`src/rtl/branch_dir_predictor.sv`:
```
// Gshare branch direction predictor.
// Fetch gets a combinational taken/not-taken prediction and the table index it used.
// EX returns that index with the resolved outcome to train a table of 2-bit
// saturating counters and a non-speculative global history register.
// Update and mispredict counters are kept for performance debug.
module branch_dir_predictor #(
  parameter int IDX_W  = 4,  // table holds 2**IDX_W counters
  parameter int HIST_W = 4,  // legal range 1..IDX_W
  parameter int STAT_W = 32
) (
  input  logic              CLK,
  input  logic              nRST,
  input  logic [31:0]       cpc,
  output logic              pred_taken,
  output logic [IDX_W-1:0]  pred_idx,
  input  logic              upd_en,
  input  logic [IDX_W-1:0]  upd_idx,
  input  logic              upd_taken,
  input  logic              upd_mispredict,
  output logic [HIST_W-1:0] ghr,
  output logic [STAT_W-1:0] n_updates,
  output logic [STAT_W-1:0] n_mispredicts
);

  localparam int unsigned N_ENTRIES = 1 << IDX_W;

  logic [1:0]        ctr_q [N_ENTRIES];
  logic [HIST_W-1:0] ghr_q;
  logic [STAT_W-1:0] n_upd_q;
  logic [STAT_W-1:0] n_mis_q;
  logic [1:0]        ctr_cur;
  logic [1:0]        ctr_next;

  // Only the word-index bits of the PC select a table entry.
  logic unused_cpc_bits;
  assign unused_cpc_bits = ^{cpc[31:IDX_W+2], cpc[1:0]};

  // Lookup: hash PC word index with zero-extended history, read the counter MSB.
  // The lookup sees the registered table and history, so a same-cycle update
  // becomes visible one cycle later.
  assign pred_idx   = cpc[IDX_W+1:2] ^ IDX_W'(ghr_q);
  assign pred_taken = ctr_q[pred_idx][1];

  // Next value of the counter being trained: step toward the outcome, clamp at the ends.
  always_comb begin
    // NOTE: ctr_next gets a default before any branch so no path leaves it
    // unassigned; a missing default in always_comb would infer a latch.
    ctr_next = ctr_cur;
    if (upd_taken) begin
      if (ctr_cur != 2'b11) ctr_next = ctr_cur + 2'd1;
    end else begin
      if (ctr_cur != 2'b00) ctr_next = ctr_cur - 2'd1;
    end
  end

  assign ctr_cur = ctr_q[upd_idx];

  // Counter table: reset to weakly not-taken, train the returned index on resolution.
  always_ff @(posedge CLK) begin
    if (!nRST) begin
      // NOTE: the table is reset entry by entry because lookups must never
      // return X after reset; this keeps it in flops rather than a RAM macro.
      for (int i = 0; i < int'(N_ENTRIES); i++) ctr_q[i] <= 2'b01;
    end else if (upd_en) begin
      // NOTE: sequential state uses non-blocking assignments so every reader
      // in this clock edge sees the pre-update value.
      ctr_q[upd_idx] <= ctr_next;
    end
  end

  // Global history: shift in the resolved direction, oldest bit falls off the top.
  // The truncating cast handles HIST_W == 1 without a special case.
  always_ff @(posedge CLK) begin
    if (!nRST) begin
      ghr_q <= '0;
    end else if (upd_en) begin
      ghr_q <= HIST_W'({ghr_q, upd_taken});
    end
  end

  // Statistics: saturating counts of resolutions and of mispredicted resolutions.
  always_ff @(posedge CLK) begin
    if (!nRST) begin
      n_upd_q <= '0;
      n_mis_q <= '0;
    end else if (upd_en) begin
      if (n_upd_q != '1) n_upd_q <= n_upd_q + 1'b1;
      if (upd_mispredict && (n_mis_q != '1)) n_mis_q <= n_mis_q + 1'b1;
    end
  end

  assign ghr           = ghr_q;
  assign n_updates     = n_upd_q;
  assign n_mispredicts = n_mis_q;

endmodule
```
`config.mk`:
```
export PLATFORM = sky130hd
export DESIGN_NAME = branch_dir_predictor
export DESIGN_NICKNAME = d
export VERILOG_FILES = /design/src/rtl/branch_dir_predictor.sv
export SDC_FILE = /design/constraint.sdc
export NUM_CORES = 1
export LEC_CHECK = 0
export ABC_AREA = 1
export CELL_PAD_IN_SITES_DETAIL_PLACEMENT = 1
export CELL_PAD_IN_SITES_GLOBAL_PLACEMENT = 1
export CORE_ASPECT_RATIO = 1.25
export CORE_MARGIN = 5
export CORE_UTILIZATION = 40
export DETAILED_ROUTE_END_ITERATION = 10
export PLACE_DENSITY = 0.92
export RECOVER_POWER = 25
export SLEW_MARGIN = 25
export SYNTH_ARGS = -nofsm -noshare
export SYNTH_HDL_FRONTEND = slang
export SYNTH_SLANG_ARGS = --single-unit
```
`constraint.sdc`:
```
create_clock -name CLK -period 3.7 [get_ports CLK]
set_input_delay 0.74 -clock CLK [delete_from_list [all_inputs] [get_ports CLK]]
set_output_delay 0.74 -clock CLK [all_outputs]
set_load 0.01 [all_outputs]
```
==> results, run 1 <==
- The die span in y is 149 um.
- The final reports fail on capacitance limit, slew limit.
- The area added between synthesis and finish is 20.1%.
- Summing the areas of all compound-gate instances in the mapped netlist gives 7.00% of the synthesized area.
- For this design the static power due to leakage is 2.84 nW.
- The count of input and output buffers is 85.
- The most instantiated flip-flop cell in the synthesis netlist is dfxtp_1.
- By instance count, the leading cell after synthesis is nand2_1.
- The initialized floorplan defines 51 standard-cell rows.
- The count of synthesis-stage warnings from yosys is 0.
- The number of H-tree branching levels is 3.
- The quantity of gates resized following cts is 0.
- The hold-critical path depth is 2.
- Wires add up to 19,300 um.
- The post-synthesis instance area is 6200 um2.
- The detailed-routing iteration count for the pre-antenna-repair pass is 4.
- In the synthesized netlist, the cells that appear most often are nand2_1, nor2_1, inv_1.
- The average wire length per cell after detail routing is 15.4 um.
- STA classifies the critical path startpoint as a primary input.
- The final setup violation count is 0.
- Clock tree synthesis selected as its root buffer the cell clkbuf_16.
- The count of final max-slew check failures is 35.
- The fraction of the mapped netlist area in adder cells is 0.403%.
- Counting the buffers created by CTS gives 9.
- At the worst endpoint, the required time is 2960 ps.
- The final number of hold-violating endpoints is 0.
- The number of instances in the synthesized netlist is 954.
- The via count of the first global-routing pass came to 6,668.
- The worst reg2reg path depth is 12.
- TritonCTS built the clock tree.
- The startpoint of the worst hold path is n_updates[31]$_SDFFE_PN0P_.
- The number of antenna diodes in the final layout is 0.
- The minimum period implied by the final worst setup slack is 3350 ps.
- The synthesized netlist net count is 997.
- The overall routing resource usage is 21.7%.
- STA classifies the critical path endpoint as a primary output.
- Setup repair after global routing left no endpoint under its margin.
- The sequential area share after synthesis is 37.4%.
- The path with the worst hold slack has its endpoint at n_updates[31]$_SDFFE_PN0P_.
- The clock arrives with 11.2 ps of skew.
- The parity-gate share of the synthesized area counting xor and xnor cells is 4.09%.
- The run finished, with violations left.
- The count of nets left with antenna violations once routing finished came out at 0.
- The startpoint of the worst register-to-register path is n_mispredicts[1]$_SDFFE_PN0P_.
- After clock tree synthesis, the clock-pin slew on the worst setup and hold paths is 60 ps.
- The quantity of hold-fixing buffers added after cts is 0.
- In this run the critical register-to-register path is captured at n_mispredicts[21]$_SDFFE_PN0P_.
- Of all cell types, the one taking the most synthesized area is dfxtp_1.
- The critical path is of the in2out type.
- For this design, the sink count on the clock tree is 100.
- The type of the worst min-delay path is reg2reg.
- For this run, the top clock speed supported by timing is 0.299 GHz.
- The number of antenna violations at the first check in global routing is 0.
- Grouping stages by cell kind, the critical path spends the most delay in buffers and inverters.
- Once layout is complete, the utilization of the core stands at 48.3%.
- Across the run, the number of max-cap violations was 1.
- The transition at the pin with the smallest max-transition slack is 1550 ps.
- The proportion of synthesized area in mux cells is 0%.
- The fraction of post-synthesis cell area in the top cell type by area is 21.9%.
- The final estimated routing congestion in global placement is 0.924.
- The final period utilization is 90.4%.
- The area of the core is 15,400 um2.
- After synthesis, the largest family of logic cells by area is simple AND/OR/NAND/NOR gates.
- The average vias per placed instance is 5.09.
- The effective utilization at floorplan is 40.2%.
- The peak ir drop on the vdd network is 0.170 mV.
- For this run, design rule violations remaining after detail routing come to 0.
- The number of inserted filler cells in the final layout is 2,090.
- The share of flip-flops with an asynchronous set or reset after synthesis is 0%.
- Tracing the worst setup path back leads to its startpoint at cpc[3].
- The delay of the slowest critical-path stage is 470 ps.
- On the final layout, the worst hold slack is 502 ps.
- The maximum fanout encountered on the critical timing path is 5.
- In this run the count of I/O pins placed on the die edge is 114.
- The number of buffer and inverter stages on the critical path is 3.
- Synthesis inferred 100 register bits.
- At the later pin of the worst-skew pair, clock insertion delay measures 360 ps.
- The share of layout cells above drive strength 1 is 5.59%.
- The floorplan die area is 18,100 um2.
- Walking the worst path, the cells encountered are clkdlybuf4s50_1 -> xnor2_1 -> inv_1 -> o211ai_1 -> nand3_1 -> nand3_1 -> nand2_1 -> clkdlybuf4s50_1.
- The simple-gate area share of the yosys netlist is 41.3%.
- The remaining max-slew budget at the tightest pin is -3.29%.
- Yosys attributes the largest share of cell area to dfxtp_1, nand2_1, edfxtp_1, nor2_1, inv_1.
- A synthesized cell averages 6.50 um2.
- Entering global routing, the biggest net connects 35 pins.
- At the worst endpoint, the arrival time is 2610 ps.
- The number of buffers on the longest clock path is 2.
- The initial detailed-routing violation count is 247.
- The post-CTS setup repair buffer count is 0.
- The number of enable-type register cells in the synthesized netlist is 32.
- The power density over cell area is 318 nW/um2.
- The global-route wire length before repair is 31,800 um.
- The netlist uses 33 different library cells.
- The post-detailed-placement half-perimeter wirelength is 14,500 um.
- The leftover overflow at the end of global routing is 0.
- The detailed router placed 6,363 vias in this run.
- The reg-to-reg setup timing slack is 1390 ps.
- The die is 121 um wide.
- The library cell contributing the largest single delay on the critical path is clkdlybuf4s50_1.
- For this run, the post-layout net count is 1,075.
- Adding up every negative setup slack in the final design gives 0 ps.
[cells in the final DEF, fill, tap and decap left out, types with 3 or more instances in the layout]
cell type	netlist	routed
dfxtp_1	68	68
nor2_2	14	14
nand3b_1	9	9
clkbuf_1	8	3
nand4_1	10	10
inv_2	7	7
nor3_1	24	24
nand2_2	7	7
buf_4	1	6
o211ai_1	7	7
xor2_1	22	22
nand2_1	357	357
clkbuf_16	0	9
xnor2_1	7	7
a21oi_1	54	54
nor2_1	129	129
o21ai_0	19	19
nand3_1	52	52
nand2_4	3	3
edfxtp_1	32	32
inv_1	96	96
clkdlybuf4s50_1	0	46
dlygate4sd3_1	0	39
[routing by layer]
layer  up-vias  global-route usage (%)  wire, um
met5         -                       0         0
met4         0                    8.86       520
met3        33                    3.03       596
met2       116                    40.4     10100
met1      3058                    24.6      8030
li1       3156                       -         -
[sequential cells by signal (all words and copies together), names as in the netlist]
register	flops
ghr	4
n_updates	32
ctr_q	32
n_mispredicts	32
[cell families after synthesis]
logic type | Yosys count
buffers and inverters | 130
DFF | 100
AOI/OAI and AO/OA | 81
and+or+nand+nor | 612
adders and majority gates | 2
xor gates and xnor gates | 29
[layout make-up]
type                            instances  area [um2]  area share (%)
Clock inverter                          4        48.8           0.655
Sequential cell                       100        2320            31.2
Tap cell                              212         265            3.56
Multi-Input combinational cell        724        3280            44.0
Inverter                              104         390            5.24
Timing Repair Buffer                   93         905            12.1
Clock buffer                           12         246            3.31
[worst reg2reg max path: stages (launching register included)]
cell     delay (ps)
dfxtp_1         430
ha_1            280
nand3_2         150
inv_2           120
nand2_2          70
inv_2            60
nand2_2          70
inv_2           100
nand2_4          80
nand2_4         280
inv_2           300
nand2_1         160
a21oi_1          70
[how the worst max path moves through the flow]
stage,endpoint,cells after the start
floorplan,pred_taken,7
global placement,pred_taken,8
detailed placement,pred_taken,8
CTS,pred_taken,8
global route,pred_taken,8
finish,pred_taken,8
[per-stage QoR]
stage | setup WS, ps | cells | total power [mW] | area [um2]
finish | 354 | 1249 | 2.37 | 7450
global placement | 367 | 1233 | 1.42 | 7170
floorplan | 1240 | 954 | 1.34 | 6200
global route | 213 | 1249 | 2.46 | 7450
detailed placement | 324 | 1233 | 1.43 | 7170
CTS | 314 | 1249 | 2.39 | 7460
[report_power, final]
group	switching, mW	internal [mW]
logic	0.157	0.0796
registers	0.0141	1.15
clock network	0.426	0.544
total	0.597	1.77
Power figures use the tool's default switching activity.
==> run 2, diff against run 1 <==
Settings changed: CAP_MARGIN from default to 20, CORE_ASPECT_RATIO 1.25 to default, PLACE_DENSITY 0.92 to default, PLACE_DENSITY_LB_ADDON from default to 0.1.
==> results, run 2 (same netlist as run 1, synthesis figures left out) <==
- The run finished with clean final reports.
- The area added between synthesis and finish is 19.6%.
- The power density over cell area is 321 nW/um2 (+1.1%).
- The sequential cell area is 2320 um2 (unchanged).
- The quantity of hold-fixing buffers added after cts is 0 (unchanged).
- The cell-internal power was 1.75 mW (-0.94%).
- The routed via count is 6,207 (-2.5%).
- The number of top-level pins is 114 (unchanged).
- The number of antenna violations at the first check in global routing is 0 (unchanged).
- The average vias per placed instance is 5.07 (-0.54%).
- The worst-skew pair later-pin latency came to 360 ps (about the same).
- The startpoint of the worst hold path is n_updates[31]$_SDFFE_PN0P_.
- The number of buffers on the longest clock path is 2 (unchanged).
- The share of total power in sequential cells is 48.7% (-0.3 points).
- The smallest setup slack after layout is 404 ps (+50.0 ps).
- The average wire length per cell after detail routing is 15.4 um (-0.12%).
- The clock slew at the register clock pins of the worst setup and hold paths is 70 ps (about the same).
- The worst setup slack before clock tree synthesis is 377 ps (+52.6 ps).
- The number of cell rows is 45 (-12%).
- The CTS tree is yes.
- The post-CTS setup repair buffer count is 0 (unchanged).
- The transition at the pin with the smallest max-transition slack was 815 ps (-734 ps).
- The post-detailed-placement cell area is 7140 um2 (-0.42%).
- The die span in y is 135 um (-9.8%).
- The critical path is of the in2out type.
- The number of antenna cells inserted is 0 (unchanged).
- The minimum period implied by the final worst setup slack came to 3300 ps (-50.0 ps).
- The effective utilization at floorplan is 40.8% (+0.63 points).
- The share of layout cells above drive strength 1 was 5.50% (-0.096 points).
- The static power due to leakage came to 2.84 nW (-0.11%).
- The peak ir drop on the vdd network was 0.242 mV (+42%).
- The maximum fanout encountered on the critical timing path came to 5 (unchanged).
- The worst hold endpoint is n_updates[31]$_SDFFE_PN0P_.
- The quantity of gates resized following cts came to 0 (unchanged).
- The aggregate negative setup slack is 0 ps (unchanged).
- The final standard cell area without fillers is 7420 um2 (-0.44%).
- The final estimated routing congestion in global placement is 0.903 (-2.3%).
- The portion of total power attributed to the clock network was 41.5% (+0.5 points).
- The combinational share of power is 9.8% (-0.2 points).
- The detailed-routing iteration count for the pre-antenna-repair pass is 4 (unchanged).
- The library cell used most frequently in the layout, excluding fill and tap cells, is nand2_1.
- The hold-critical path depth was 2 (unchanged).
- The number of H-tree branching levels is 3 (unchanged).
- The final number of hold-violating endpoints is 0 (unchanged).
- The number of inserted filler cells in the final layout is 2,032 (-2.8%).
- The global-route wire length before repair is 31,500 um (-0.98%).
- The startpoint of the worst register-to-register path is n_mispredicts[1]$_SDFFE_PN0P_.
- The initial detailed-routing violation count is 295 (+19%).
- Setup repair after global routing left no endpoint under its margin.
- The largest net degree at the start of global routing was 35 (unchanged).
- The post-detailed-placement half-perimeter wirelength is 14,400 um (-0.70%).
- The timing-limited maximum frequency is 0.303 GHz (+1.5%).
- The worst clock skew came to 7.51 ps (-3.64 ps).
- The max-cap violation count is 0 (-1).
- The library cells used most frequently in the layout, excluding fill and tap cells, are nand2_1, nor2_1, inv_1.
- The net switching power is 0.630 mW (+5.5%).
- The arrival time of the worst setup path was 2560 ps (-50 ps).
- The post-route total power is 2.38 mW (+0.68%).
- The leftover overflow at the end of global routing is 0 (unchanged).
- The capture point of the worst reg-to-reg path is n_mispredicts[15]$_SDFFE_PN0P_.
- The master cell of the clock root buffer is clkbuf_16.
- The via count of the first global-routing pass was 6,262 (-6.1%).
- The reg-to-reg setup timing slack came to 1430 ps (+40 ps).
- The remaining antenna violation count after routing was 0 (unchanged).
- The area of the core came to 15,200 um2 (-1.6%).
- The number of buffers inserted during clock tree synthesis is 9 (unchanged).
- The worst setup path is launched from a primary input.
- The count of final max-slew check failures is 0 (-100%).
- The final net count was 1,075 (unchanged).
- The final period utilization is 89.1% (-1.4 points).
- The total routed wirelength was 18,900 um (-2.0%).
- The footprint of the multi-input gates was 3270 um2 (-0.23%).
- The post-placement cell count is 1,209 (-1.9%).
- The floorplan die area came to 18,100 um2 (about the same).
- The horizontal die dimension was 135 um (+11%).
- The required time of the critical path is 2960 ps (about the same).
- The type of the worst min-delay path is reg2reg.
- The remaining max-slew budget at the tightest pin is 45.7% (+49 points).
- The number of non-filler instances in the completed layout is 1,225 (-1.9%).
- The overall routing resource usage is 21.5% (-0.23 points).
- The worst reg2reg path depth is 12 (unchanged).
- The final setup violation count is 0 (unchanged).
- The fraction of power spent switching nets is 26.4% (+1.2 points).
- The clock sink total is 100 (unchanged).
- The count of input and output buffers came to 85 (unchanged).
- The worst setup path is captured at a primary output.
- The number of remaining DRC errors came to 0 (unchanged).
## run 2: critical path, cell delays in order
cell,delay (ps)
clkdlybuf4s50_1,410
xnor2_1,370
inv_1,190
o211ai_1,130
nand3_1,90
nand3_1,90
nand2_1,50
clkdlybuf4s50_1,470
## run 2: layer usage
layer | part of all wire [%] | vias up | global-route usage, % | routed length, um
li1 | - | 3147 | - | -
met1 | 47 | 2948 | 28.1 | 8860
met2 | 49 | 105 | 37.5 | 9160
met3 | 3.9 | 7 | 3.35 | 737
met4 | 0.66 | 0 | 4.86 | 125
met5 | 0 | - | 0 | 0
## run 2: cell type report
type                       count  share of cell area (%)
inverter                     104                    5.26
tap                          188                    3.17
sequential                   100                    31.3
multi-input combinational    724                    44.0
timing repair buffer          93                    12.2
clock inverter                 7                   0.978
clock buffer                   9                    3.03
## run 2: worst max-delay path by stage
| stage | endpoint | cells after the start | start | slack (ps) |
|---|---|---|---|---|
| floorplan | pred_taken | 7 | cpc[2] | 1240 |
| global placement | pred_taken | 8 | cpc[3] | 370 |
| detailed placement | pred_taken | 8 | cpc[3] | 380 |
| CTS | pred_taken | 8 | cpc[3] | 360 |
| global route | pred_taken | 8 | cpc[3] | 220 |
| finish | pred_taken | 8 | cpc[3] | 400 |
## run 2: power groups by stage
| stage | combinational [mW] | clock (mW) | sequential [mW] |
|---|---|---|---|
| finish | 0.234 | 0.989 | 1.16 |
| global route | 0.261 | 1.05 | 1.16 |
| CTS | 0.242 | 1.01 | 1.16 |
| detailed placement | 0.241 | 0 | 1.19 |
| global placement | 0.236 | 0 | 1.19 |
| floorplan | 0.161 | 0 | 1.18 |
## run 2: per-stage QoR
step           hold slack [ps]  utilization, %
3_5_place_dp               500            46.9
5_1_grt                    537            48.8
6_report                   502            48.8
3_3_place_gp               492            46.9
2_1_floorplan              511               -
4_1_cts                    512            48.9
